File: src/rtl/viterbi_decoder_if.sv
// Serial code-bit in / decoded-bit out handshake for viterbi_decoder.
// master: drives in/in_valid, reads out/out_valid. slave: the decoder.
interface viterbi_decoder_if;
  logic in;
  logic in_valid;
  logic out;
  logic out_valid;

  modport master (
    output in,
    output in_valid,
    input  out,
    input  out_valid
  );

  modport slave (
    input  in,
    input  in_valid,
    output out,
    output out_valid
  );
endinterface

File: src/rtl/viterbi_decoder.sv
// Hard-decision Viterbi decoder, rate 1/2, K=3, 4-state trellis,
// add-compare-select with register-exchange survivors.
// Ports: clock, reset (async, active-high), bus (slave: in, in_valid,
// out, out_valid). Define VDEC_METRIC_OUT_EN to add err_metric[MW-1:0].
module viterbi_decoder #(
  parameter logic [2:0] G0       = 3'b111,
  parameter logic [2:0] G1       = 3'b101,
  parameter int         TB_DEPTH = 12,
  parameter int         MW       = 5
) (
  input  logic          clock,
  input  logic          reset,
`ifdef VDEC_METRIC_OUT_EN
  output logic [MW-1:0] err_metric,
`endif
  viterbi_decoder_if.slave bus
);

  localparam int CW = $clog2(TB_DEPTH + 1);
  localparam logic [MW-1:0] MMAX  = '1;
  localparam logic [CW-1:0] CMAX  = CW'(TB_DEPTH);
  localparam logic [CW-1:0] CLAST = CW'(TB_DEPTH - 1);

  typedef logic [MW-1:0]       metric_t;
  typedef logic [TB_DEPTH-1:0] surv_t;

  logic          phase;
  logic          c0_q;
  metric_t       metric [4];
  surv_t         surv   [4];
  logic [CW-1:0] cnt;

  logic          acs;
  logic [1:0]    rx;
  logic [1:0]    pa  [4];
  logic [1:0]    pb  [4];
  logic [1:0]    wp  [4];
  metric_t       ca  [4];
  metric_t       cb  [4];
  metric_t       nm  [4];
  surv_t         nsv [4];
  metric_t       mn;
  logic [1:0]    best;

  // expected pair for transition bits {u,s1,s0}; c0 in bit 1
  function automatic logic [1:0] exp_pair(
    input logic [2:0] r
  );
    return {^(G0 & r), ^(G1 & r)};
  endfunction

  function automatic logic [1:0] bmet(
    input logic [1:0] rcv,
    input logic [2:0] r
  );
    logic [1:0] d;
    d = rcv ^ exp_pair(r);
    return {1'b0, d[1]} + {1'b0, d[0]};
  endfunction

  function automatic metric_t sat_add(
    input metric_t    a,
    input logic [1:0] b
  );
    logic [MW:0] s;
    s = {1'b0, a} + {{(MW-1){1'b0}}, b};
    return s[MW] ? MMAX : s[MW-1:0];
  endfunction

  assign acs = bus.in_valid & phase;

  // next state i = {u,s1}; its predecessors are {s1,0} and {s1,1}
  always_comb begin
    rx = {c0_q, bus.in};
    for (int i = 0; i < 4; i++) begin
      pa[i] = {i[0], 1'b0};
      pb[i] = {i[0], 1'b1};
      ca[i] = sat_add(metric[pa[i]],
                      bmet(rx, {i[1], pa[i]}));
      cb[i] = sat_add(metric[pb[i]],
                      bmet(rx, {i[1], pb[i]}));
      // ties go to the lower-index predecessor
      if (cb[i] < ca[i]) begin
        wp[i] = pb[i];
        nm[i] = cb[i];
      end else begin
        wp[i] = pa[i];
        nm[i] = ca[i];
      end
      nsv[i] = {surv[wp[i]][TB_DEPTH-2:0], i[1]};
    end
  end

  always_comb begin
    mn = nm[0];
    for (int i = 1; i < 4; i++) begin
      if (nm[i] < mn) mn = nm[i];
    end
  end

  // lowest-index state holding the minimum
  always_comb begin
    best = 2'd3;
    for (int i = 3; i >= 0; i--) begin
      if (nm[i] == mn) best = 2'(i);
    end
  end

  always_ff @(posedge clock or posedge reset) begin
    if (reset) begin
      phase <= 1'b0;
      c0_q  <= 1'b0;
    end else if (bus.in_valid) begin
      phase <= ~phase;
      if (!phase) c0_q <= bus.in;
    end
  end

  always_ff @(posedge clock or posedge reset) begin
    if (reset) begin
      metric[0] <= '0;
      for (int i = 1; i < 4; i++) begin
        metric[i] <= MMAX;
      end
      for (int i = 0; i < 4; i++) begin
        surv[i] <= '0;
      end
      cnt <= '0;
    end else if (acs) begin
      for (int i = 0; i < 4; i++) begin
        metric[i] <= nm[i] - mn;
        surv[i]   <= nsv[i];
      end
      if (cnt != CMAX) cnt <= cnt + 1'b1;
    end
  end

  always_ff @(posedge clock or posedge reset) begin
    if (reset) begin
      bus.out       <= 1'b0;
      bus.out_valid <= 1'b0;
    end else begin
      bus.out_valid <= 1'b0;
      if (acs) begin
        bus.out       <= nsv[best][TB_DEPTH-1];
        bus.out_valid <= (cnt >= CLAST);
      end
    end
  end

`ifdef VDEC_METRIC_OUT_EN
  logic [MW:0] err_sum;

  assign err_sum = {1'b0, err_metric} + {1'b0, mn};

  always_ff @(posedge clock or posedge reset) begin
    if (reset) begin
      err_metric <= '0;
    end else if (acs) begin
      err_metric <= err_sum[MW] ? MMAX : err_sum[MW-1:0];
    end
  end
`endif

endmodule

File: src/flat_wrapper.sv
// flat-port wrapper written by rule: the top's interface ports become plain ports
module viterbi_decoder_flat 
#(
  parameter logic [2:0] G0       = 3'b111,
  parameter logic [2:0] G1       = 3'b101,
  parameter int         TB_DEPTH = 12,
  parameter int         MW       = 5
)
  (clock, reset, bus_in, bus_in_valid, bus_out, bus_out_valid);
  viterbi_decoder_if bus_i ();
  input  logic clock;
  input  logic reset;
  input wire logic [$bits(bus_i.in)-1:0] bus_in;
  input wire logic [$bits(bus_i.in_valid)-1:0] bus_in_valid;
  output wire logic [$bits(bus_i.out)-1:0] bus_out;
  output wire logic [$bits(bus_i.out_valid)-1:0] bus_out_valid;
  assign bus_i.in = bus_in;
  assign bus_i.in_valid = bus_in_valid;
  assign bus_out = bus_i.out;
  assign bus_out_valid = bus_i.out_valid;
  viterbi_decoder #(.G0(G0), .G1(G1), .TB_DEPTH(TB_DEPTH), .MW(MW)) u_core (.clock(clock), .reset(reset), .bus(bus_i));
endmodule
File: config.mk
export PLATFORM = sky130hd
export DESIGN_NAME = viterbi_decoder_flat
export DESIGN_NICKNAME = d
export VERILOG_FILES = /design/src/rtl/viterbi_decoder_if.sv /design/src/rtl/viterbi_decoder.sv /design/src/flat_wrapper.sv
export SDC_FILE = /design/constraint.sdc
export NUM_CORES = 1
export LEC_CHECK = 0
export ABC_AREA = 1
export BUFFER_PORTS_ARGS = -buffer_cell sky130_fd_sc_hd__buf_2
export CAP_MARGIN = 20
export CORE_AREA = 2 2 108 110
export DETAILED_ROUTE_END_ITERATION = 8
export DIE_AREA = 0 0 110 112
export GPL_TIMING_DRIVEN = 0
export HOLD_SLACK_MARGIN = 0.02
export PLACE_DENSITY = 0.7
export REMOVE_ABC_BUFFERS = 1
export SLEW_MARGIN = 30
export SYNTH_ARGS = -nofsm -noshare
export SYNTH_HDL_FRONTEND = slang
export SYNTH_SLANG_ARGS = --single-unit
File: constraint.sdc
create_clock -name clock -period 7.8 [get_ports clock]
set_input_delay 2.34 -clock clock [delete_from_list [all_inputs] [get_ports clock]]
set_output_delay 2.34 -clock clock [all_outputs]
set_load 0.005 [all_outputs]
==> results of run 1 <==
metal layers:
metal,global-route usage,wire (um)
met1,0.369,7500
met2,0.487,8530
met3,0.0328,598
met4,0.0954,556
met5,0,0
layout by cell type (no fill, tap or decap), types with 6 or more instances in the layout:
| cell | count |
|---|---|
| nand4_1 | 13 |
| nand2_4 | 14 |
| o21ai_4 | 6 |
| nand3_2 | 13 |
| a21oi_1 | 25 |
| clkbuf_16 | 9 |
| nand3_1 | 63 |
| o21ai_0 | 91 |
| dfstp_2 | 15 |
| nand2_1 | 160 |
| o21ai_2 | 6 |
| nand2_2 | 47 |
| ha_1 | 27 |
| dfrtp_1 | 52 |
| buf_4 | 52 |
| nor2_2 | 13 |
| inv_2 | 16 |
| o21ai_1 | 11 |
| xnor2_1 | 11 |
| xor2_1 | 12 |
| buf_6 | 9 |
| inv_1 | 77 |
| a21oi_2 | 7 |
| ha_4 | 24 |
| nor2_1 | 58 |
cell type report:
type                       instances  area (um^2)  share of cell area
clock buffer                      12          246              0.0319
clock inverter                     4         50.0             0.00647
inverter                         102          414              0.0536
multi-input combinational        657         4550               0.588
sequential                        67         1700               0.219
tap                              143          179              0.0231
timing repair buffer              69          599              0.0775
stage by stage:
stage / std cells / util / hold slack, ns / setup TNS [ns]
floorplan: 825 / - / 0.440 / -20.02
global placement: 973 / 0.546 / 0.452 / -52.88
detailed placement: 975 / 0.552 / 0.466 / -51.98
CTS: 1041 / 0.655 / 0.481 / -3.81
global route: 1054 / 0.692 / 0.500 / -10.64
finish: 1054 / 0.692 / 0.482 / -5.63
timing repair:
| action | CTS | global route |
|---|---|---|
| setup endpoints to repair | 21 | 21 |
| setup buffers | 49 | 13 |
| pin swaps | 55 | 39 |
| resized for setup | 118 | 68 |
| gates cloned | 1 | 0 |
critical path: cells and delay by family:
family          cells  cell delay [ns]
compound gates     10             1.55
xor+xnor            1             0.07
fa+ha+maj           9             2.21
buf+inv            10             0.86
simple gates       17             1.51
cell families after synthesis:
kind of cell               after synthesis
muxes                                    1
adders and majority gates               59
and+or+nand+nor                        400
buffers and inverters                  130
xor gates and xnor gates                28
DFF                                     67
AOI/OAI and AO/OA                      168
state kept, by name, indices dropped and copies added (netlist names):
| signal | count |
|---|---|
| u_core.bus.out | 1 |
| u_core.bus.out_valid | 1 |
| u_core.c0_q | 1 |
| u_core.cnt | 4 |
| u_core.metric | 20 |
| u_core.phase | 1 |
| u_core.surv | 39 |
final timing paths:
path                                start           endpoint  slack [ns]  depth (start not counted)
setup reg to reg              u_core.c0_q  u_core.metric[19]        0.90                         46
setup / recovery                   bus_in  u_core.metric[19]       -0.49                         47
hold reg to reg            u_core.surv[1]     u_core.surv[1]        0.48                          2
hold / removal             u_core.surv[1]     u_core.surv[1]        0.48                          2
min in group asynchronous           reset      u_core.cnt[3]        1.99                          2
max in group asynchronous           reset   u_core.metric[4]        5.21                          3
==> results.tsv, run 1 <==
stage	metric	value	unit
run_status	status	finished with violations	
run_status	failed_checks	negative setup slack	
floorplan	die_area	12300	um^2
global_routing	grt_usage	0.284	
sta	hold_viol	0	
logic_synthesis	yosysMostFrequentCell	nand2_1	
clock_tree	clockBufferDepth	2	
detailed_routing	vias_per_cell	5.65	
final_layout	syn_to_final_growth	28.4	%
worst_setup_path	startpoint_type	input pin	
logic_synthesis	async_reset_ff_frac	1.00	
logic_synthesis	synth_compound_area_frac	0.151	
place	detailed_place_hpwl	11300	um
worst_setup_path	critPathSlowestCell	fa_2	
logic_synthesis	synth_mux_area_frac	0.00187	
logic_synthesis	yosys.area.top_type	dfrtp_1	
logic_synthesis	synth_top_family_by_area	simple AND/OR/NAND/NOR gates	
place	gp_congestion	0.896	
sta	slew_headroom	0.424	
flow_run	max_cap_violations	0	
floorplan	die_w	110	um
global_routing	antenna_found_initial	0	
final_layout	nFillCells	852	
logic_synthesis	ys_top_cells_by_area	dfrtp_1 (22%), nand2_1 (12%), ha_1 (11%), o21ai_0 (8.9%), dfstp_2 (6.5%)	
clock_tree	clkTransAtPathRegs	0.06	ns
detailed_routing	num_vias	5954	
floorplan	initial_core_util	0.539	
sta	fin_worst_skew	0.00751	ns
clock_tree	cts_max_level	3	
logic_synthesis	syn_area_per_cell	7.06	um^2
final_layout	num_antenna_cells	0	
clock_tree	clk_latency	0.34	ns
sta	finalCritPeriodShare	1.06	
clock_tree	hold_buffers	0	
logic_synthesis	yosys.area.top_type_share	0.216	
sta	setup_viol	17	
final_layout	finish.net_count	969	
logic_synthesis	ys.flop_type	dfrtp_1	
logic_synthesis	ys_ff_latch	67	
sta	tightest_slew	0.855	ns
global_routing	overflow	0	
detailed_routing	drt-initial-drc-count	524	
detailed_routing	routed_wirelength	17200	um
floorplan	coreArea	11200	um^2
sta	fmaxAchievable	121	MHz
logic_synthesis	synth_cell_types	43	
sta	min_period	8.29	ns
final_layout	finalInstanceArea	7730	um^2
worst_setup_path	critPathKind	input pin to register	
worst_setup_path	max_stage_delay	0.38	ns
logic_synthesis	netlist_top_cells_count	nand2_1 (191), o21ai_0 (107), inv_1 (94), nand3_1 (73), nor2_1 (65)	
clock_tree	cts_sinks	67	
clock_tree	cts_tree	yes	
logic_synthesis	synthesis.instances	853	
logic_synthesis	yosysWarnings	0	
logic_synthesis	synth_xor_area_frac	0.0432	
worst_setup_path	cpMostUsedCell	ha_4	
global_routing	grt_pass1_wl	27500	um
logic_synthesis	synth_edf_count	0	
logic_synthesis	synth-adder-area-share	0.128	
place	placement.cell_area	6160	um^2
floorplan	num_rows	39	
floorplan	die_y	112	um
detailed_routing	drc_errors	0	
detailed_routing	detail-route-antenna-nets	0	
worst_setup_path	cp-end-kind	register	
worst_setup_path	worstPathArrival	8.55	ns
worst_setup_path	cp.required	8.06	ns
global_routing	grt_pass1_vias	5840	
sta	setup_slack	-0.491	ns
clock_tree	cts_root_buf	clkbuf_16	
place	port_buffers	5	
logic_synthesis	yosys.area_share.simple	0.310	
global_routing	grt_max_degree	65	
clock_tree	cts_buffers	9	
worst_setup_path	path_max_fanout	6	
sta	slew_violations	0	
logic_synthesis	yosysSeqAreaShare	0.282	
floorplan	ios	6	
sta	rsz0062_at_grt	yes	
final_layout	layout-drive-gt1-share	0.316	
detailed_routing	dr.pass1.iters	6	
detailed_routing	wl_per_cell	16.3	um
logic_synthesis	synth_area	6020	um^2
hold_path	hold_class	register to register	
place	pre_cts_slack	-2.84	ns
Power of run 1 is not shown: default switching activity piles up to over one toggle a cycle in this logic, so the estimate is an artifact.
==> run 2, diff against run 1 <==
- PLACE_DENSITY: 0.7 -> 0.71
==> results.tsv, run 2 (synthesis gave the netlist of run 1 again) <==
stage	metric	value	unit
sta	setup_slack	-0.613	ns
floorplan	num_rows	39	
detailed_routing	detail-route-antenna-nets	0	
sta	hold_viol	0	
global_routing	grt_pass1_wl	28900	um
final_layout	finish.net_count	987	
floorplan	die_y	112	um
detailed_routing	dr.pass1.iters	7	
final_layout	reg_top3	u_core.surv x39, u_core.metric x20, u_core.cnt x4	
global_routing	gr-usage-met1	0.387	
clock_tree	cts_sinks	67	
final_layout	largest_reg_flops	39	
worst_setup_path	crit_cells	44	
final_layout	layout-drive-gt1-share	0.320	
hold_path	hold_class	register to register	
sta	rsz0062_at_grt	yes	
global_routing	busiest_layer	met2	
worst_setup_path	critPathTopFamily	adder cells	
sta	tightest_slew	0.823	ns
floorplan	ios	6	
floorplan	die_w	110	um
place	gp_congestion	0.926	
hold_path	hold-path-cell-count	1	
global_routing	antenna_found_initial	0	
global_routing	grt_pass1_vias	6160	
clock_tree	clk_latency	0.34	ns
worst_setup_path	critPathSlowestCell	fa_2	
sta	hold_slack	0.469	ns
global_routing	grt_usage	0.302	
detailed_routing	drt-initial-drc-count	551	
sta	min_period	8.41	ns
worst_setup_path	ff2ff_path_depth	43	
clock_tree	clkTransAtPathRegs	0.06	ns
flow_run	max_cap_violations	0	
clock_tree	cts_root_buf	clkbuf_16	
sta	slew_headroom	0.451	
worst_setup_path	startpoint_type	input pin	
clock_tree	cts_max_level	3	
floorplan	coreArea	11200	um^2
global_routing	grt_max_degree	65	
floorplan	die_area	12300	um^2
clock_tree	cts_tree	yes	
global_routing	global_route.usage.met3	0.0328	
worst_setup_path	path_max_fanout	7	
detailed_routing	drc_errors	0	
final_layout	num_antenna_cells	0	
final_layout	regMostFlops	u_core.surv	
worst_setup_path	cpMostUsedCell	ha_4	
clock_tree	cts_buffers	9	
detailed_routing	routed_wirelength	19300	um
worst_setup_path	max_stage_delay	0.36	ns
global_routing	use_met2	0.497	
global_routing	overflow	0	
run_status	status	finished with violations	
place	port_buffers	5	
worst_setup_path	worstPathArrival	8.67	ns
final_layout	nFillCells	813	
detailed_routing	vias_per_cell	5.82	
sta	setup_viol	17	
sta	finalCritPeriodShare	1.08	
worst_setup_path	crit_buf_inv	10	
worst_setup_path	critPathKind	input pin to register	
sta	fin_worst_skew	0.00610	ns
detailed_routing	wl_per_cell	18.0	um
clock_tree	hold_buffers	0	
sta	slew_violations	0	
worst_setup_path	cp-end-kind	register	
worst_setup_path	cp.required	8.06	ns
sta	fmaxAchievable	119	MHz
place	detailed_place_hpwl	11300	um
run_status	failed_checks	negative setup slack	
final_layout	syn_to_final_growth	30.4	%
clock_tree	clockBufferDepth	2	
floorplan	initial_core_util	0.539	
final_layout	final_cell_mix	nand2_1 (166), o21ai_0 (87), inv_1 (78)	
detailed_routing	num_vias	6243	
final_layout	mostFrequentLayoutCell	nand2_1	
[run 2: what timing repair did]
| item | 4_1_cts | 5_1_grt |
|---|---|---|
| pin swaps | 60 | 61 |
| setup endpoints to repair | 21 | 21 |
| resized for setup | 128 | 51 |
| gates cloned | 1 | 0 |
| buffers inserted | 65 | 15 |
[run 2: area by class of cell]
cell class / count / area, um^2 / share of cell area
clock buffers: 10 / 239 / 0.0304
clock inverters: 6 / 111 / 0.0142
inverters: 102 / 418 / 0.0532
multi-input cells: 657 / 4480 / 0.570
flip-flops and latches: 67 / 1700 / 0.216
well taps: 143 / 179 / 0.0228
repair buffers: 87 / 731 / 0.0930
[run 2: routing by layer]
layer / share of wire / wire, um / vias up
met4: 0.053 / 1010 / 0
met1: 0.40 / 7760 / 2951
met2: 0.48 / 9310 / 271
met3: 0.061 / 1170 / 80
met5: 0 / 0 / -
li1: - / - / 2941
[run 2: final timing paths]
path	startpoint	to	slack, ns
worst max-delay path	bus_in	u_core.metric[14]	-0.61
worst min-delay path	u_core.surv[0]	u_core.surv[0]	0.47
worst max register to register	u_core.c0_q	u_core.metric[14]	0.84
worst min register to register	u_core.surv[0]	u_core.surv[0]	0.47
max in group asynchronous	reset	u_core.metric[3]	5.22
min in group asynchronous	reset	u_core.cnt[2]	1.99
[run 2: metrics by stage]
stage	TNS, ns	area [um^2]	cells	setup slack, ns	utilization
2_1_floorplan	-20.02	5900	825	-1.36	-
3_3_place_gp	-47.16	6100	973	-2.73	0.546
3_5_place_dp	-46.79	6160	975	-2.56	0.552
4_1_cts	-3.77	7540	1057	-0.366	0.675
5_1_grt	-12.90	7850	1072	-0.900	0.703
6_report	-7.61	7850	1072	-0.613	0.703
Power of run 2 is left out for the same reason.
==> run 3, diff against run 2 <==
- ABC_AREA: 1 -> 0
- CORE_AREA: 2 2 108 110 -> 2 2 109 111
- DIE_AREA: 0 0 110 112 -> 0 0 111 113
==> results.tsv, run 3 <==
stage	metric	value	unit
run_status	status	finished with violations	
run_status	failed_checks	negative setup slack	
worst_setup_path	r2r_start	u_core.c0_q	
detailed_routing	dr.pass1.iters	5	
flow_run	max_cap_violations	0	
logic_synthesis	yosys.area.top_type_share	0.211	
logic_synthesis	synth_cell_types	72	
floorplan	die_y	113	um
logic_synthesis	netlist_top_cells_count	nand2_1 (112), o21ai_0 (69), ha_1 (55), a21oi_1 (54), dfrtp_1 (52)	
worst_setup_path	path_max_fanout	6	
logic_synthesis	synth_area	6160	um^2
sta	slew_headroom	0.313	
sta	setup_slack	-1.64	ns
clock_tree	cts_sinks	67	
worst_setup_path	r2r_end	u_core.metric[14]	
logic_synthesis	yosysMostFrequentCell	nand2_1	
sta	min_period	9.44	ns
place	detailed_place_hpwl	10700	um
final_layout	layout-drive-gt1-share	0.304	
worst_setup_path	cp-end-kind	register	
clock_tree	cts_buffers	9	
final_layout	final_cells	937	
logic_synthesis	ys_top_cells_by_area	dfrtp_1 (21%), ha_1 (11%), mux2i_1 (7.8%), nand2_1 (6.8%), dfstp_2 (6.4%)	
hold_path	holdCritStartpoint	u_core.surv[0]	
clock_tree	cts_max_level	3	
hold_path	min_to	u_core.surv[0]	
floorplan	ios	6	
logic_synthesis	ys_ff_latch	67	
worst_setup_path	worstPathArrival	9.69	ns
sta	rsz0062_at_grt	yes	
detailed_routing	detail-route-antenna-nets	0	
global_routing	overflow	0	
sta	fin_worst_skew	0.00348	ns
hold_path	hold_class	register to register	
floorplan	coreArea	11300	um^2
logic_synthesis	ys.flop_type	dfrtp_1	
logic_synthesis	yosysWarnings	0	
sta	slew_violations	0	
worst_setup_path	critPathKind	input pin to register	
worst_setup_path	cpMostUsedCell	ha_4	
worst_setup_path	cp.required	8.05	ns
final_layout	final_cell_mix	nand2_1 (111), o21ai_0 (58), buf_4 (54)	
clock_tree	cts_tree	yes	
global_routing	grt_pass1_vias	5613	
worst_setup_path	ff2ff_path_depth	38	
worst_setup_path	startpoint_type	input pin	
logic_synthesis	yosys.area.top_type	dfrtp_1	
sta	tightest_slew	1.00	ns
detailed_routing	routed_wirelength	17700	um
sta	fmaxAchievable	106	MHz
final_layout	finish.net_count	852	
clock_tree	hold_buffers	0	
clock_tree	clk_latency	0.35	ns
global_routing	grt_pass1_wl	27200	um
logic_synthesis	async_reset_ff_frac	1.00	
final_layout	num_antenna_cells	0	
final_layout	reg_top3	u_core.surv x39, u_core.metric x20, u_core.cnt x4	
clock_tree	cts_root_buf	clkbuf_16	
global_routing	grt_max_degree	54	
final_layout	largest_reg_flops	39	
floorplan	initial_core_util	0.547	
floorplan	die_w	111	um
worst_setup_path	critPathSlowestCell	or4_4	
global_routing	antenna_found_initial	0	
place	post-place-cells	856	
sta	setup_viol	21	
worst_setup_path	regToRegSetupSlack	-0.23	ns
detailed_routing	num_vias	5760	
floorplan	num_rows	39	
final_layout	nFillCells	764	
worst_setup_path	max_stage_delay	0.59	ns
place	gp_congestion	0.929	
clock_tree	clockBufferDepth	2	
floorplan	die_area	12500	um^2
sta	hold_viol	0	
detailed_routing	wl_per_cell	18.9	um
global_routing	grt_usage	0.268	
sta	finalCritPeriodShare	1.21	
logic_synthesis	yosysSeqAreaShare	0.275	
detailed_routing	drt-initial-drc-count	377	
clock_tree	clkTransAtPathRegs	0.06	ns
hold_path	hold-path-cell-count	1	
detailed_routing	vias_per_cell	6.15	
final_layout	syn_to_final_growth	28.5	%
place	port_buffers	5	
detailed_routing	drc_errors	0	
final_layout	regMostFlops	u_core.surv	
logic_synthesis	synthesis.instances	733	
logic_synthesis	synth_edf_count	0	
logic_synthesis	syn_area_per_cell	8.41	um^2
final_layout	mostFrequentLayoutCell	nand2_1	
==> run 3: changes by cell type after synthesis, moves of 18 or more <==
cell,delta
nand3_1,-63
nand2_1,-79
o21ai_0,-38
nor2_1,-18
inv_1,-48
mux2i_1,+48
nand2_2,-23
a21oi_1,+22
==> run 3: per-stage QoR <==
stage,hold slack (ns),instance area [um^2],setup TNS (ns),util,worst slack [ns]
after CTS,0.471,7420,-21.62,0.658,-1.36
final,0.467,7920,-27.23,0.702,-1.64
after floorplan,0.435,6040,-47.62,-,-2.82
after detailed placement,0.458,6310,-82.69,0.560,-4.50
after global routing,0.517,7920,-31.52,0.702,-1.83
after global placement,0.454,6240,-82.41,0.554,-4.54
==> run 3: worst max-delay path by stage <==
stage | from | to
global route | bus_in | u_core.metric[14]
finish | bus_in | u_core.metric[14]
global placement | bus_in | u_core.metric[18]
detailed placement | bus_in | u_core.metric[19]
floorplan | bus_in | u_core.metric[18]
CTS | bus_in | u_core.metric[19]
==> run 3: what timing repair did <==
| item | CTS | global route |
|---|---|---|
| hold endpoints to repair | 0 | 0 |
| buffers inserted | 37 | 28 |
| resized for setup | 114 | 58 |
| pin swaps | 47 | 36 |
| endpoints found under the setup margin | 21 | 21 |
==> run 3: cell families after synthesis <==
group	share of synthesized area
AND/OR/NAND/NOR	0.174
adder cells (fa/ha/maj)	0.130
multiplexers	0.106
XOR/XNOR	0.0469
flip-flops	0.275
AO/OA/AOI/OAI	0.220
buffers and inverters	0.0479
==> run 3: layout make-up <==
cell class,instances,area (um^2),area share
timing repair buffer,72,629,0.0795
inverter,46,198,0.0250
tap,143,179,0.0226
sequential,67,1700,0.214
multi-input combinational,593,4920,0.621
clock buffer,12,246,0.0311
clock inverter,4,50.0,0.00632
==> run 3: metal layers <==
layer / wire length [um] / global-route usage
met2: 8580 / 0.456
met3: 987 / 0.0391
met4: 925 / 0.147
met1: 7220 / 0.329
met5: 0 / 0
==> run 3: critical path: cells and delay by family <==
kind                     cells  cell delay [ns]
AO/OA/AOI/OAI               14             2.37
AND/OR/NAND/NOR              4             1.07
XOR/XNOR                     1             0.16
multiplexers                 3             0.89
buffers and inverters        9             0.84
adder cells (fa/ha/maj)      8             1.99
Power of run 3 is left out for the same reason.
